### src/rtl/alu_pkg.sv
// Shared definitions for the multi-cycle subtract datapath: widths and FSM state encoding.
package alu_pkg;

    localparam int WIDTH_DEF = 64;
    localparam int HALF_DEF  = WIDTH_DEF / 2;

    typedef logic [1:0] state_t;

    localparam state_t ST_IDLE = 2'd0;
    localparam state_t ST_LO   = 2'd1;
    localparam state_t ST_HI   = 2'd2;
    localparam state_t ST_DONE = 2'd3;

    function automatic int half_of(input int w);
        return w / 2;
    endfunction

endpackage

### src/rtl/rsa32.sv
// Combinational ripple-borrow subtractor slice: diff = x - y - bi, one full-subtractor cell per bit.
module rsa32 #(
    parameter int W = 32
) (
    input  logic [W-1:0] x,
    input  logic [W-1:0] y,
    input  logic         bi,
    output logic [W-1:0] diff,
    output logic         bo
);

    logic [W:0] brw;

    assign brw[0] = bi;

    for (genvar i = 0; i < W; i++) begin : g_cell
        // Borrow out when x < y + borrow_in at this bit position.
        assign diff[i]    = x[i] ^ y[i] ^ brw[i];
        assign brw[i + 1] = (~x[i] & y[i]) | (~(x[i] ^ y[i]) & brw[i]);
    end

    assign bo = brw[W];

endmodule

### src/rtl/seq_sub64.sv
// Two-cycle subtractor d = a - b - bin sharing one half-width borrow slice, with start/busy/done handshake.
// state | meaning
// IDLE  | waiting for start
// LO    | low half through the slice
// HI    | high half through the slice, results registered
// DONE  | done pulse, results valid; start here issues back-to-back
module seq_sub64
    import alu_pkg::*;
#(
    parameter int WIDTH = WIDTH_DEF
) (
    input  logic             clk,
    input  logic             rst,
    input  logic             start,
    input  logic [WIDTH-1:0] a,
    input  logic [WIDTH-1:0] b,
    input  logic             bin,
    output logic             busy,
    output logic             done,
    output logic [WIDTH-1:0] d,
    output logic             bout,
    output logic             zero,
    output logic             ovf
);

    localparam int HALF = half_of(WIDTH);

    state_t state_q, state_d;

    logic [WIDTH-1:0] a_q, b_q;
    logic             bin_q;
    logic [HALF-1:0]  lo_q;
    logic             brw_q;
    logic [WIDTH-1:0] d_q;
    logic             bout_q, zero_q, ovf_q;

    logic             accept;
    logic             in_hi;
    logic [HALF-1:0]  slice_x, slice_y, slice_diff;
    logic             slice_bi, slice_bo;

    assign accept = start && (state_q == ST_IDLE || state_q == ST_DONE);
    assign in_hi  = (state_q == ST_HI);

    assign slice_x  = in_hi ? a_q[WIDTH-1:HALF] : a_q[HALF-1:0];
    assign slice_y  = in_hi ? b_q[WIDTH-1:HALF] : b_q[HALF-1:0];
    assign slice_bi = in_hi ? brw_q : bin_q;

    rsa32 #(.W(HALF)) u_slice (
        .x    (slice_x),
        .y    (slice_y),
        .bi   (slice_bi),
        .diff (slice_diff),
        .bo   (slice_bo)
    );

    always_comb begin
        state_d = state_q;
        case (state_q)
            ST_IDLE: if (start) state_d = ST_LO;
            ST_LO:   state_d = ST_HI;
            ST_HI:   state_d = ST_DONE;
            ST_DONE: state_d = start ? ST_LO : ST_IDLE;
            default: state_d = ST_IDLE;
        endcase
    end

    always_ff @(posedge clk or posedge rst) begin
        if (rst) begin
            state_q <= ST_IDLE;
            a_q     <= '0;
            b_q     <= '0;
            bin_q   <= 1'b0;
            lo_q    <= '0;
            brw_q   <= 1'b0;
            d_q     <= '0;
            bout_q  <= 1'b0;
            zero_q  <= 1'b0;
            ovf_q   <= 1'b0;
        end else begin
            state_q <= state_d;
            if (accept) begin
                a_q   <= a;
                b_q   <= b;
                bin_q <= bin;
            end
            if (state_q == ST_LO) begin
                lo_q  <= slice_diff;
                brw_q <= slice_bo;
            end
            // Results only move on the HI edge so they stay readable until the next op completes.
            if (in_hi) begin
                d_q    <= {slice_diff, lo_q};
                bout_q <= slice_bo;
                zero_q <= ({slice_diff, lo_q} == '0);
                ovf_q  <= (a_q[WIDTH-1] != b_q[WIDTH-1]) && (slice_diff[HALF-1] != a_q[WIDTH-1]);
            end
        end
    end

    assign busy = (state_q == ST_LO) || (state_q == ST_HI);
    assign done = (state_q == ST_DONE);
    assign d    = d_q;
    assign bout = bout_q;
    assign zero = zero_q;
    assign ovf  = ovf_q;

endmodule

### config.mk
export PLATFORM = sky130hd
export DESIGN_NAME = seq_sub64
export DESIGN_NICKNAME = d
export VERILOG_FILES = /design/src/rtl/alu_pkg.sv /design/src/rtl/rsa32.sv /design/src/rtl/seq_sub64.sv
export SDC_FILE = /design/constraint.sdc
export NUM_CORES = 1
export LEC_CHECK = 0
export CAP_MARGIN = 20
export CORE_MARGIN = 2
export CORE_UTILIZATION = 55
export DETAILED_ROUTE_END_ITERATION = 6
export DONT_BUFFER_PORTS = 1
export GPL_TIMING_DRIVEN = 0
export PLACE_DENSITY = 0.72
export SLEW_MARGIN = 25
export SYNTH_ARGS = -nofsm -noshare
export SYNTH_HDL_FRONTEND = slang
export SYNTH_SLANG_ARGS = --single-unit
### constraint.sdc
create_clock -name clk -period 14.64 [get_ports clk]
set_clock_uncertainty 0.05 [all_clocks]
set_input_delay 0 -clock clk [delete_from_list [all_inputs] [get_ports clk]]
set_output_delay 0 -clock clk [all_outputs]
set_load 0.02 [all_outputs]
==> results of run 1 <==
==> cells by family (layout without fill, tap and decap cells) <==
| group | Yosys count | count (layout) | synth area share (%) |
|---|---|---|---|
| multiplexers | 291 | 291 | 31.9 |
| buffers and inverters | 38 | 219 | 1.80 |
| flip-flops | 231 | 231 | 57.0 |
| adder cells (fa/ha/maj) | 37 | 37 | 6.94 |
| AO/OA/AOI/OAI | 6 | 6 | 0.432 |
| AND/OR/NAND/NOR | 32 | 32 | 1.91 |
| other | 0 | 1 | 0 |
==> power by group <==
part	total [mW]	switching [mW]	internal [mW]
clock network	0.591	0.241	0.350
registers	1.34	0.347	0.992
logic	1.99	0.928	1.06
total	3.92	1.52	2.40
==> final cells by class <==
class | instances | area (um2) | area share (%)
Clock buffer | 37 | 711 | 5.58
Multi-Input combinational cell | 366 | 4270 | 33.5
Tap cell | 229 | 287 | 2.25
Clock inverter | 5 | 50.0 | 0.393
Timing Repair Buffer | 139 | 1410 | 11.1
Sequential cell | 231 | 5780 | 45.4
Inverter | 5 | 26.3 | 0.206
Buffer | 33 | 196 | 1.54
Antenna cell | 1 | 2.50 | 0.0196
==> worst reg2reg max path, delay by kind of cell, from the launching register on <==
| family | cells | cell delay, ns |
|---|---|---|
| DFF | 1 | 0.42 |
| adders and majority gates | 33 | 12.42 |
| muxes | 1 | 0.35 |
| buffers and inverters | 4 | 0.42 |
| AOI/OAI and AO/OA | 1 | 0.17 |
| and+or+nand+nor | 1 | 0.46 |
==> final timing paths <==
| check | from | endpoint | slack (ns) | depth (start not counted) |
|---|---|---|---|---|
| setup / recovery | state_q[0] | ovf | 0.29 | 40 |
| hold / removal | rst | a_q[62] | 0.05 | 2 |
| setup reg to reg | state_q[0] | ovf | 0.29 | 40 |
| hold reg to reg | a_q[55] | a_q[55] | 0.46 | 1 |
| max in group asynchronous | rst | d[17] | 13.69 | 3 |
| min in group clk | start | a_q[56] | 0.10 | 3 |
==> Yosys cell counts <==
library cell	count	area [um2]
o21ai_0	1	5.00
nor2b_1	1	6.26
inv_1	5	18.8
nand3_1	1	5.00
clkbuf_1	1	3.75
mux2_2	257	2890
ha_1	5	62.6
o22ai_2	1	12.5
nand2_1	3	11.3
nand3b_1	1	7.51
nor4_1	14	87.6
o22a_1	1	8.76
nor2_1	4	15.0
or4_1	1	7.51
buf_2	32	160
nor3_1	1	5.00
dfrtp_1	231	5780
nand4_1	3	18.8
a31oi_1	2	12.5
nor4b_2	1	15.0
nand2b_1	1	6.26
a21oi_1	1	5.00
fa_1	32	641
mux2i_1	34	340
or3b_2	1	8.76
==> metal layers <==
| metal | global-route usage, % | up-vias | part of all wire [%] |
|---|---|---|---|
| met4 | 8.00 | 0 | 2.8 |
| met5 | 0 | - | 0 |
| met1 | 34.7 | 3109 | 41 |
| li1 | - | 2607 | - |
| met2 | 44.7 | 187 | 51 |
| met3 | 5.57 | 56 | 5.5 |
==> sequential cells by signal, summed over array words and instances (netlist names) <==
register	count
state_q	2
lo_q	32
d	64
a_q	64
bin_q	1
ovf	1
b_q	64
bout	1
zero	1
brw_q	1
==> what timing repair did <==
item,CTS,global route
hold buffers,131,0
endpoints found under the setup margin,8,3
hold endpoints to repair,362,0
setup buffers,3,3
pin swaps,1,17
resized for setup,21,6
==> summary.md, run 1 <==
| Metric | Value |
|---|---|
| Status | `finished clean` |
| Yosys warnings | `0` |
| Post-Syn Area per Cell | `16.0 um2` |
| Worst Path Class, Setup | `reg -> reg` |
| Number of setup violations in the final report | `0` |
| Congestion Overflow GR | `0` |
| Pwr per Cell Area | `307 nW/um2` |
| CP max-delay cell | `fa_2` |
| Crit path max fanout | `10` |
| Die height | `140 um` |
| Worst path most repeated cell | `fa_2` |
| DP Area | `10500 um2` |
| DR vias/cell | `5.70` |
| Maximum clock frequency | `69.7 MHz` |
| CTS Buffer Depth | `3` |
| Fin Hold WS | `0.0502 ns` |
| Drt first-iter violations | `269` |
| Buf+Inv Stages, Crit Path | `4` |
| CTS Sinks | `231` |
| Power, Total | `3.92 mW` |
| GPL Wtd Cong | `0.779` |
| Seq/Total Area, Yosys | `57.0%` |
| WP data arrival | `14.73 ns` |
| Layout Utilization | `70.7%` |
| Fill cell count | `1168` |
| Slew @ Worst Pin | `0.702 ns` |
| Largest delay contributor family on the critical path | `adder cells` |
| Max_cap viols | `0` |
| Reg clk slew, reported paths | `0.06 ns` |
| Synth cell types | `25` |
| IO Pins | `201` |
| HP Class | `in -> async` |
| Setup TNS | `0 ns` |
| Area growth syn-to-layout | `25.6%` |
| Clk Latency, worst-skew pair | `0.51 ns` |
| Pre-CTS setup slack | `-1.21 ns` |
| CP Launch Type | `register` |
| Final wirelength | `25.2 mm` |
| CTS Buf Count | `24` |
| VDD IR max | `0.000186 V` |
| Number of global-route vias before repair | `6869` |
| Root buffer cell | `clkbuf_16` |
| Die area | `19500 um2` |
| Layout Nets | `969` |
| Req. time, crit path | `15.01 ns` |
| Syn_nets | `804` |
| Antenna viol nets, final | `0` |
| Routed wire length per instance | `24.1 um` |
| Most common cell after layout, fill and taps aside | `mux2_2` |
| First-pass GRT wire length | `39.8 mm` |
| Mapped Cells | `635` |
| CTS tree | `built` |
| Placed insts | `866` |
| Pin count of the biggest net entering global routing | `84` |
| Commonest non-fill, non-tap cells in the layout | `mux2_2 (257), dfrtp_1 (230), dlygate4sd3_1 (131)` |
| DRC viols | `0` |
| Initial antenna violation count | `0` |
| Final min period | `14.35 ns` |
| Slowest stage delay, CP | `0.53 ns` |
| Initial core utilization | `56.2%` |
| CTS H-tree depth | `1` |
| FP Rows | `49` |
| CP Capture Type | `register` |
| Layout cells sized above 1 | `45.5%` |
| Crit path setup slack, layout | `0.286 ns` |
| Die Width | `140 um` |
| Global Route Usage Sum | `26.5%` |
| Hold Fails Final Rpt | `0` |
| Final instance area | `12700 um2` |
| IO buf count | `0` |
| Mapped Area | `10100 um2` |
| Max-slew headroom | `52.8%` |
| Synth Register Bits | `231` |
| Slew Limit Fails | `0` |
| Dpl hpwl | `17.2 mm` |
| Non-Filler Instances | `1046` |
| TritonRoute pass-1 iters | `4` |
| LEAKAGE | `5.24 nW` |
| Vias | `5959` |
| Final clock period utilization by the worst path | `98.0%` |
| Core Area | `18000 um2` |
Power figures use the tool's default switching activity.
==> inputs of run 2 (changes only) <==
- ABC_AREA: default -> 1
- SLEW_MARGIN: 25 -> 30
==> summary.md, run 2 <==
| Metric | Value |
|---|---|
| Antenna viol nets, final | `0 (unchanged)` |
| CTS Buffer Depth | `3 (unchanged)` |
| Layout cells sized above 1 | `13.9% (-32 points)` |
| Max-slew headroom | `49.0% (-3.8 points)` |
| Count leader, synth | `nand2_1` |
| Most common cell after layout, fill and taps aside | `nand2_1` |
| Layout Nets | `1380 (+42%)` |
| Dpl hpwl | `19.6 mm (+14%)` |
| Initial core utilization | `56.0% (-0.23 points)` |
| Hold Fails Final Rpt | `0 (unchanged)` |
| Initial antenna violation count | `1 (+1)` |
| HP Class | `in -> async` |
| FP Rows | `50 (+2.0%)` |
| Slew @ Worst Pin | `0.765 ns (+0.0631 ns)` |
| Reg clk slew, reported paths | `0.06 ns (about the same)` |
| CP Launch Type | `register` |
| Synth top area cells | `dfrtp_1 (55%), nand2_1 (8.8%), o21ai_0 (6.2%)` |
| Drt first-iter violations | `575 (+110%)` |
| Synth cell types | `22 (-12%)` |
| CTS tree | `built` |
| Yosys warnings | `0 (unchanged)` |
| First-pass GRT wire length | `46.0 mm (+16%)` |
| Commonest register cell after synthesis | `dfrtp_1` |
| DR vias/cell | `5.39 (-5.5%)` |
| Syn_nets | `1216 (+51%)` |
| CTS Sinks | `231 (unchanged)` |
| Routed wire length per instance | `20.0 um (-17%)` |
| Number of setup violations in the final report | `0 (unchanged)` |
| Congestion Overflow GR | `0 (unchanged)` |
| Commonest non-fill, non-tap cells in the layout | `nand2_1 (244), dfrtp_1 (230), dlygate4sd3_1 (131)` |
| Area growth syn-to-layout | `25.0%` |
| Crit path max fanout | `10 (unchanged)` |
| Post-Syn Area per Cell | `9.97 um2 (-38%)` |
| Maximum clock frequency | `69.9 MHz (+0.30%)` |
| Core Area | `18600 um2 (+3.4%)` |
| Setup TNS | `0 ns (unchanged)` |
| Root buffer cell | `clkbuf_16` |
| Final clock period utilization by the worst path | `97.8% (-0.29 points)` |
| GPL Wtd Cong | `0.839 (+7.7%)` |
| CTS H-tree depth | `1 (unchanged)` |
| DRC viols | `0 (unchanged)` |
| EDFF count, synth | `0 (unchanged)` |
| IO buf count | `0 (unchanged)` |
| IO Pins | `201 (unchanged)` |
| Max_cap viols | `0 (unchanged)` |
| Top cells by count, synth | `nand2_1 (244), dfrtp_1 (231), o21ai_0 (129)` |
| Fill cell count | `1333 (+14%)` |
| Vias | `7875 (+32%)` |
| Synth area leader | `dfrtp_1` |
| Synth Register Bits | `231 (unchanged)` |
| Mapped Cells | `1047 (+65%)` |
| Area occupied by multi-input gates | `4050 um2 (-5.3%)` |
| Die Width | `142 um (+1.5%)` |
| Reg area | `5780 um2 (unchanged)` |
| Worst Path Class, Setup | `reg -> reg` |
| Seq/Total Area, Yosys | `55.3% (-1.7 points)` |
| Mapped Area | `10400 um2 (+3.0%)` |
| Crit path launch | `state_q[1]` |
| CP max-delay cell | `fa_1` |
| Reg-to-reg startpoint | `state_q[1]` |
| Req. time, crit path | `15.04 ns (+0.03 ns)` |
| Final instance area | `13100 um2 (+2.5%)` |
| Number of global-route vias before repair | `8479 (+23%)` |
| Status | `finished clean` |
| CTS Buf Count | `24 (unchanged)` |
| Final min period | `14.31 ns (-0.0427 ns)` |
| FFs w/ async S/R, synth | `100% (unchanged)` |
| Worst path most repeated cell | `fa_2` |
| Flop-to-flop setup slack | `0.33 ns (+0.04 ns)` |
| Clk Latency, worst-skew pair | `0.52 ns (about the same)` |
| Slew Limit Fails | `0 (unchanged)` |
| Global Route Usage Sum | `29.8% (+3.3 points)` |
| CP Capture Type | `register` |
| Die height | `142 um (+1.5%)` |
| Die area | `20100 um2 (+2.9%)` |
| Layout Utilization | `70.0% (-0.65 points)` |
| WP data arrival | `14.71 ns (-0.02 ns)` |
| Slowest stage delay, CP | `0.50 ns (-0.03 ns)` |
| Share of the synthesized area in the top cell type | `55.3% (-1.7 points)` |
| Final wirelength | `29.2 mm (+16%)` |
| Pin count of the biggest net entering global routing | `97 (+15%)` |
| DP Area | `10800 um2 (+2.7%)` |
| TritonRoute pass-1 iters | `5 (+1)` |
run 2: cell type report:
class | count | share of cell area (%)
Sequential cell | 231 | 44.3
Multi-Input combinational cell | 659 | 31.0
Timing Repair Buffer | 139 | 11.0
Clock buffer | 39 | 5.81
Inverter | 100 | 2.93
Buffer | 56 | 2.44
Tap cell | 234 | 2.24
Clock inverter | 3 | 0.307
Antenna cell | 1 | 0.0192
run 2: critical path, delay by kind of cell, from the launching register on:
family                     cells  cell delay [ns]
buffers and inverters          3             0.46
adders and majority gates     33            12.73
DFF                            1             0.44
and+or+nand+nor                5             0.44
AOI/OAI and AO/OA              1             0.10
run 2: layer usage:
layer | wire, um | up-vias | track usage, %
li1 | - | 3641 | -
met1 | 12100 | 3820 | 38.4
met2 | 14100 | 331 | 50.2
met3 | 1940 | 83 | 5.40
met4 | 1100 | 0 | 12.2
met5 | 0 | - | 0
run 2: per-stage QoR:
stage          std cells  hold WS (ns)  setup slack [ns]
5_1_grt             1462        0.0522           -0.0156
3_3_place_gp        1281        0.0988            -0.954
4_1_cts             1460        0.0368            0.0233
3_5_place_dp        1283        -0.172             -1.11
2_1_floorplan       1047        0.0985            0.0168
6_report            1462        0.0286             0.328
run 2: what timing repair did:
action | 4_1_cts | 5_1_grt
hold buffers | 132 | 0
gates resized for setup | 18 | 9
hold endpoints to repair | 362 | 0
buffers inserted | 4 | 1
pin swaps | 3 | 4
endpoints found under the setup margin | 10 | 6
run 2: worst paths after layout:
| path | endpoint | cells after the start |
|---|---|---|
| max | zero | 42 |
| min reg2reg | b_q[3] | 1 |
| min in group clk | b_q[15] | 2 |
| max reg2reg | zero | 42 |
| max in group asynchronous | a_q[11] | 3 |
| min | d[27] | 3 |
run 2: cell families after synthesis:
kind of cell	after synthesis	synth area share (%)
buffers and inverters	157	6.60
AOI/OAI and AO/OA	197	9.85
adders and majority gates	37	6.73
muxes	67	8.51
DFF	231	55.3
and+or+nand+nor	358	13.0
Power of run 2 is left out: the tool's default activity adds up to more than one toggle a clock period on the data nets, which glitch-free logic cannot reach.
